$ cat src/rtl/fifo_1r1w_sync.sv
// fifo_1r1w_sync: first-word-fall-through ready/valid FIFO built around a 1R1W synchronous RAM
module ram_1r1w_sync #(
  parameter int unsigned Width = 8,
  parameter int unsigned Depth = 512,
  localparam int unsigned AddrWidth = $clog2(Depth)
) (
  input  logic                 clk_i,
  input  logic                 rst_i,
  input  logic                 we_i,
  input  logic [AddrWidth-1:0] waddr_i,
  input  logic [Width-1:0]     wdata_i,
  input  logic                 re_i,
  input  logic [AddrWidth-1:0] raddr_i,
  output logic [Width-1:0]     rdata_o
);
  logic [Width-1:0] mem_q [Depth];
  logic [Width-1:0] rdata_q;
  always_ff @(posedge clk_i) begin
    if (we_i) mem_q[waddr_i] <= wdata_i;
  end
  always_ff @(posedge clk_i) begin
    if (rst_i) rdata_q <= '0;
    else if (re_i) rdata_q <= mem_q[raddr_i];
  end
  assign rdata_o = rdata_q;
endmodule

module fifo_1r1w_sync #(
  parameter int unsigned Width = 8,
  parameter int unsigned Depth = 512,
  localparam int unsigned AddrWidth = $clog2(Depth),
  localparam int unsigned CountWidth = $clog2(Depth + 1)
) (
  input  logic                  clk_i,
  input  logic                  rst_ni,
  input  logic                  valid_i,
  input  logic [Width-1:0]      data_i,
  output logic                  ready_o,
  output logic                  valid_o,
  output logic [Width-1:0]      data_o,
  input  logic                  ready_i,
  output logic [CountWidth-1:0] count_o
);
  logic [AddrWidth-1:0]  wr_ptr_q, wr_ptr_d, rd_ptr_q, rd_ptr_d;
  logic [CountWidth-1:0] ram_cnt_q, ram_cnt_d;
  logic                  out_valid_q, out_valid_d;
  logic                  push, pop, rd;
  assign count_o = ram_cnt_q + CountWidth'(out_valid_q);
  assign ready_o = count_o != CountWidth'(Depth);
  assign valid_o = out_valid_q;
  assign push    = valid_i & ready_o;
  assign pop     = out_valid_q & ready_i;
  // ram_cnt must be nonzero at cycle start, so a read never hits this cycle's write address
  assign rd      = (ram_cnt_q != '0) & (~out_valid_q | pop);
  always_comb begin
    wr_ptr_d    = push ? (wr_ptr_q == AddrWidth'(Depth - 1) ? '0 : wr_ptr_q + AddrWidth'(1)) : wr_ptr_q;
    rd_ptr_d    = rd ? (rd_ptr_q == AddrWidth'(Depth - 1) ? '0 : rd_ptr_q + AddrWidth'(1)) : rd_ptr_q;
    ram_cnt_d   = ram_cnt_q + CountWidth'(push) - CountWidth'(rd);
    out_valid_d = rd | (out_valid_q & ~pop);
  end
  always_ff @(posedge clk_i or negedge rst_ni) begin
    if (!rst_ni) begin
      wr_ptr_q    <= '0;
      rd_ptr_q    <= '0;
      ram_cnt_q   <= '0;
      out_valid_q <= 1'b0;
    end else begin
      wr_ptr_q    <= wr_ptr_d;
      rd_ptr_q    <= rd_ptr_d;
      ram_cnt_q   <= ram_cnt_d;
      out_valid_q <= out_valid_d;
    end
  end
  ram_1r1w_sync #(.Width(Width), .Depth(Depth)) u_ram (
    .clk_i   (clk_i),
    .rst_i   (~rst_ni),
    .we_i    (push),
    .waddr_i (wr_ptr_q),
    .wdata_i (data_i),
    .re_i    (rd),
    .raddr_i (rd_ptr_q),
    .rdata_o (data_o)
  );
endmodule

$ cat config.mk
export PLATFORM = sky130hd
export DESIGN_NAME = fifo_1r1w_sync
export DESIGN_NICKNAME = d
export VERILOG_FILES = /design/src/rtl/fifo_1r1w_sync.sv
export SDC_FILE = /design/constraint.sdc
export NUM_CORES = 2
export LEC_CHECK = 0
export ABC_AREA = 1
export CAP_MARGIN = 20
export CORE_UTILIZATION = 55
export CTS_BUF_LIST = sky130_fd_sc_hd__clkbuf_8
export DETAILED_ROUTE_END_ITERATION = 12
export HOLD_SLACK_MARGIN = 0.12
export PLACE_DENSITY = 0.79
export SLEW_MARGIN = 30
export SYNTH_ARGS = -nofsm -noshare
export SYNTH_HDL_FRONTEND = slang
export SYNTH_SLANG_ARGS = --single-unit
$ cat constraint.sdc
create_clock -name clk_i -period 4.7 [get_ports clk_i]
set_input_delay 0.705 -clock clk_i [delete_from_list [all_inputs] [get_ports clk_i]]
set_output_delay 0.705 -clock clk_i [all_outputs]
set_load 0.03 [all_outputs]
== Yosys cells after proc, flatten, opt, wreduce, memory -nomap -nowiden ==
Memories as Yosys holds them, arrays and structs flattened. A register that Yosys moved wholly into a read port is not among the register bits.
Index checks and enable logic that the tools add are counted.

* $add $sub $neg: 5
* Eq/ne operators: 3
* Muxes and demuxes: 4
* Bitwise gates (word level): 8
* Reductions and logical operators: 2

{| class="wikitable"
|+ Operators with widths
! operator !! count
|-
| $add A10 B1 Y10 || 2
|-
| $add A9 B1 Y9 const B || 2
|-
| $eq A9 B9 Y1 const B || 2
|-
| $mux W9 || 2
|-
| $ne A10 B10 Y1 const B || 1
|-
| $reduce_bool A10 Y1 || 1
|-
| $sub A10 B1 Y10 || 1
|-
| $and A1 B1 Y1 || 4
|-
| $mux W1 || 2
|-
| $not A1 Y1 || 2
|-
| $or A1 B1 Y1 || 2
|-
| $logic_not A1 Y1 || 1
|}

* Register bits: 29
* RAM bits: 4096
* Input port bits: 12
* Output and inout port bits: 20
* Word-level logic and storage cells: 27
* Memories: 1

{| class="wikitable"
|+ Memories
! name !! words !! width !! read ports !! clocked after Yosys merged registers in !! wr ports !! line !! RTL
|-
| u_ram.mem_q || 512 || 8 || 1 || 1 || 1 || 16 || <nowiki>logic [Width-1:0] mem_q [Depth];</nowiki>
|}

== Longest topological paths before layout ==
* Word-level depth: 5
* Mapped depth: 22
* Gate-level depth less buffers: 22

== Hierarchy ==
Synthesis repeated with hierarchy kept, for this count alone.

* Cell total of the unflattened synthesis: 14208
* Area total of the unflattened synthesis: 168889.5 um2

{| class="wikitable"
|+ By module, submodules not included
! module !! instances !! cells each !! area an instance (um2) !! sequential area each (um2)
|-
| ram_1r1w_sync || 1 || 13926 || 166737.4 || 123158.1
|-
| fifo_1r1w_sync || 1 || 282 || 2152.1 || 725.7
|}

== Least setup slack after synthesis ==
OpenSTA, ideal clock, no wires.

* Path type: reg-to-reg
* From: register out_valid_q, in the netlist valid_o
* To: register ram_cnt_q[8]
* Setup time: 0.079 ns
* Arrival time: 3.839 ns
* Data required time: 4.621 ns
* Slack: 0.782 ns
* Stages on the path, launching flop included: 23
* Path buffers: 0
* Clock period less this slack: 3.918 ns
* Cells stage by stage: dfrtp_1 -> ha_1 -> ha_1 -> xor2_1 -> nor3_1 -> nand3_1 -> nor3_2 -> nand4_2 -> nand2_2 -> ha_1 -> inv_1 -> ha_1 -> fa_1 -> nand3_1 -> nand2_1 -> a21oi_1 -> o21bai_1 -> nand2_1 -> inv_1 -> nor2_1 -> nor2_1 -> nor2_1 -> xor2_1

* Cells in the longest elaborated chain, start to end: 5
* Elaborated cells on any way between the ends: 9
* Classes of those cells: add/sub (3); eq/ne (1); bitwise (5)

{| class="wikitable"
|+ Ends and longest elaborated chain
! item !! line !! RTL
|-
| start, declared || 46 || <nowiki>logic out_valid_q, out_valid_d;</nowiki>
|-
| start signal, assigned || 71 || <nowiki>out_valid_q <= out_valid_d;</nowiki>
|-
| $add A10 B1 Y10 || 48 || <nowiki>assign count_o = ram_cnt_q + CountWidth'(out_valid_q);</nowiki>
|-
| net count_o[2] || 42 || <nowiki>output logic [CountWidth-1:0] count_o</nowiki>
|-
| $ne A10 B10 Y1 || 49 || <nowiki>assign ready_o = count_o != CountWidth'(Depth);</nowiki>
|-
| net ready_o || 38 || <nowiki>output logic ready_o,</nowiki>
|-
| $and A1 B1 Y1 || 51 || <nowiki>assign push = valid_i & ready_o;</nowiki>
|-
| $add A10 B1 Y10 || 58 || <nowiki>ram_cnt_d = ram_cnt_q + CountWidth'(push) - CountWidth'(rd);</nowiki>
|-
| $sub A10 B1 Y10 || 58 ||
|-
| net ram_cnt_d[8] || 45 || <nowiki>logic [CountWidth-1:0] ram_cnt_q, ram_cnt_d;</nowiki>
|-
| end signal, assigned || 70 || <nowiki>ram_cnt_q <= ram_cnt_d;</nowiki>
|-
| end, declared || 45 ||
|}

The timed path passes the listed nets, and every way through them passes these cells.
A chain may end at the register's enable or synchronous reset.

== Worst setup path in the final report ==
* From: register out_valid_q, in the netlist valid_o
* To: memory u_ram.mem_q[30][6] (enable)

* Cells in the longest elaborated chain, start to end: 5

{| class="wikitable"
|+ Ends and longest elaborated chain
! item !! line !! RTL
|-
| $add A10 B1 Y10 || 48 ||
|-
| $ne A10 B10 Y1 || 49 ||
|-
| $and A1 B1 Y1 || 51 ||
|-
| $mux W1 || 19 || <nowiki>if (we_i) mem_q[waddr_i] <= wdata_i;</nowiki>
|-
| $mux W1 (not written as such) || 19 ||
|-
| end, declared || 16 ||
|}

Every way passes these cells.

==> implementation parameters <==
Parameter                              Value

Critical path
  Largest fanout on the critical path ... 21
  CP Capture Type ... flop
  Required time of the critical path ... 5390 ps
  Arrival time at the worst endpoint ... 4960 ps
  Critical Setup Path Class ... reg2reg
  Crit path launch type ... flop

STA
  Layout Skew ... 76.28 ps
  Post-layout minimum cycle time ... 4265 ps
  Worst Max-Slew Pin Slew ... 1106 ps
  Aggregate negative setup slack ... 0 ps
  Crit share post-route ... 0.9075
  FMAX ... 0.2345 GHz
  Setup repair after global routing missed its margin ... false
  Number of hold violations in the final report ... 0
  Tightest slew margin relative to the limit ... 0.2621
  Final-report setup violation count ... 0
  Worst Slack Setup Final ... 434.8 ps
  Pins Over Slew Limit ... 0

Yosys
  Synthesized net count ... 14,154
  Count of flip-flops with a built-in enable after synthesis ... 4,096
  Post-synthesis cell area ... 169,000 µm²
  Library cell with the highest instance count after synthesis ... nand2_1
  Most used DFF post-synth ... edfxtp_1
  Sequential cell area fraction in the yosys report ... 0.7332
  Largest area contributor in the synthesized netlist ... edfxtp_1
  Unique cell type count in the Yosys netlist ... 38
  Synth top area share ... 0.7280
  Gate count of the mapped netlist ... 14,111
  Yosys warns ... 0
  Number of flip-flops and latches in the synthesized netlist ... 4,133
  Top cells by count, synth ... nand2_1 (4,160), nand3_1 (4,104), edfxtp_1 (4,096), nor2_1 (545), buf_2 (542)
  Leading cell types by total area after synthesis ... edfxtp_1 (73%), nand3_1 (12%), nand2_1 (9.2%)
  Synth Area per Inst ... 11.97 µm²
  Synth async-reset ratio ... 0.007017

Floorplan
  Top Ports ... 32
  Core Rows ... 203
  Initial standard-cell utilization of the core ... 0.5525
  Floorplan core area ... 305,800 µm²
  Y dimension of the die ... 556.2 µm
  Die area ... 309,400 µm²
  Die X ... 556.2 µm

Global routing
  Pin count of the biggest net entering global routing ... 192
  Overflow after GRT ... 0
  First-pass GRT wire length ... 654,100 µm
  Initial antenna violation count ... 6
  Number of global-route vias before repair ... 108,017
  Overall routing resource usage ... 0.2800

Placement
  Routability-driven placement congestion ratio ... 0.9141
  Port Buffers ... 31
  Worst slack after detailed placement ... 613.5 ps
  Cell count after placement ... 17,533
  Detailed placer's ending HPWL ... 249,300 µm

Job
  Max-cap viol count ... 0

Drt
  Count of TritonRoute iterations in the first routing pass ... 7
  Total wire length after detailed routing ... 441,800 µm
  Total number of vias ... 113,939
  Drt via density ... 6.110
  Antenna viol nets, final ... 0
  DRT iter0 DRCs ... 18,772
  Average wire length per cell after detail routing ... 23.70 µm
  DRC Markers ... 0

Cells and area
  Filler-free cell count of the finished design ... 18,647
  Number of filler cells placed in the layout ... 22,487
  Layout overhead on the synthesized area ... 8.827%
  Share of layout cells above drive strength 1 ... 0.07490
  Post-layout net count ... 14,118

CTS
  Root buffer cell ... clkbuf_8
  Clock Pin Slew Worst Setup and Hold Paths ... 60 ps
  Number of CTS-inserted buffers ... 634
  Post-CTS sizing ... 0
  Maximum clock path buffer count ... 4
  TritonCTS clock tree ... built
  Insertion delay of the later-clocked pin in the worst-skew pair ... 1100 ps
  H-tree depth ... 6
  Total number of clock tree sinks ... 4,133

Status
  Status ... complete, no violations

Power
  Peak supply drop ... 0.7685 mV
  Power Dens Cells ... 525.6 nW/µm²
  Standby leakage power ... 0.06416 µW

Hold path
  Worst Hold Class ... in2async
[flip-flops by register name, summed over array words and instances (netlist names)]
name and flops:
ram_cnt_q 10, rd_ptr_q 9, wr_ptr_q 9, valid_o 1
u_ram.rdata_o 8, u_ram.mem_q 4096
[critical path: stages (launching register included)]
cell	delay [ps]
dfrtp_1	410
ha_1	250
ha_1	230
xor2_1	230
nor3_1	90
nand3_1	90
nor3_2	50
nand4_2	90
nand2_2	250
inv_2	580
nand3_4	550
buf_4	420
nor2_1	600
[final cells by class]
cell class / count / area (µm²) / share of cell area
multi-input combinational: 8927 / 39400 / 0.2143
antenna: 7 / 17.52 / 0.00009527
tap: 4100 / 5130 / 0.02790
inverter: 59 / 287.8 / 0.001565
sequential: 4133 / 123900 / 0.6739
timing repair buffer: 320 / 3965 / 0.02156
clock buffer: 646 / 8891 / 0.04836
clock inverter: 455 / 2271 / 0.01235
[layer usage]
layer / track usage / up-vias / share of wire
li1: - / 50196 / -
met1: 0.3727 / 54135 / 0.36
met2: 0.4382 / 8292 / 0.46
met3: 0.05548 / 1314 / 0.12
met4: 0.1479 / 2 / 0.054
met5: 0 / - / 0.000025
[worst paths after layout]
check	startpoint	end	slack, ps	cells after the start
setup / recovery	valid_o	u_ram.mem_q[30][6]	430	12
hold / removal	rst_ni	ram_cnt_q[9]	190	3
setup reg to reg	valid_o	u_ram.mem_q[30][6]	430	12
hold reg to reg	ram_cnt_q[0]	ram_cnt_q[0]	590	1
max in group asynchronous	rst_ni	rd_ptr_q[4]	4040	3
min in group clk_i	data_i[6]	u_ram.mem_q[222][6]	190	1
[placed cells by master (no fill, tap or decap), types with 6 or more instances in the layout]
cell	count
buf_12	113
ha_1	30
nor2_1	536
bufinv_16	9
nand3_4	6
clkinv_1	155
xor2_1	18
clkbuf_8	646
buf_8	8
nand4_4	8
clkinv_2	50
clkinvlp_4	16
nand2_1	4155
edfxtp_1	4096
dfrtp_1	22
diode_2	7
nand3_1	4101
buf_4	169
inv_6	11
o21ai_0	13
nor3_1	13
inv_1	250
a21oi_1	10
dfrtp_4	6
inv_8	11
nor2_2	10
clkdlybuf4s50_1	22
dfxtp_1	8
[cells by family after synthesis]
logic type	count (synthesis)	share of synthesized area
AND/OR/NAND/NOR	8847	0.2283
buffers and inverters	1051	0.03420
XOR/XNOR	18	0.0009331
adder cells (fa/ha/maj)	31	0.002340
AO/OA/AOI/OAI	31	0.001007
flip-flops	4133	0.7332
[per-stage QoR]
stage          hold slack, ps  area (µm²)  total power [µW]    util
2_1_floorplan           409.4      169000             59660       -
3_3_place_gp            570.2      172600             68990  0.5643
3_5_place_dp            579.8      172600             69470  0.5644
4_1_cts                 137.1      183800             95850  0.6010
5_1_grt                 198.9      183900             99930  0.6012
6_report                187.7      183900             96640  0.6013
[power breakdown]
| part | switching (µW) | internal [µW] |
|---|---|---|
| sequential | 485 | 40800 |
| clock | 13700 | 13300 |
| combinational | 20600 | 7750 |
| total | 34800 | 61900 |
[timing repair]
item | in CTS | in global routing
hold buffers | 4 | 1
hold endpoints to repair | 72 | 27
setup buffers | 0 | 0
Power figures use the tool's default switching activity.
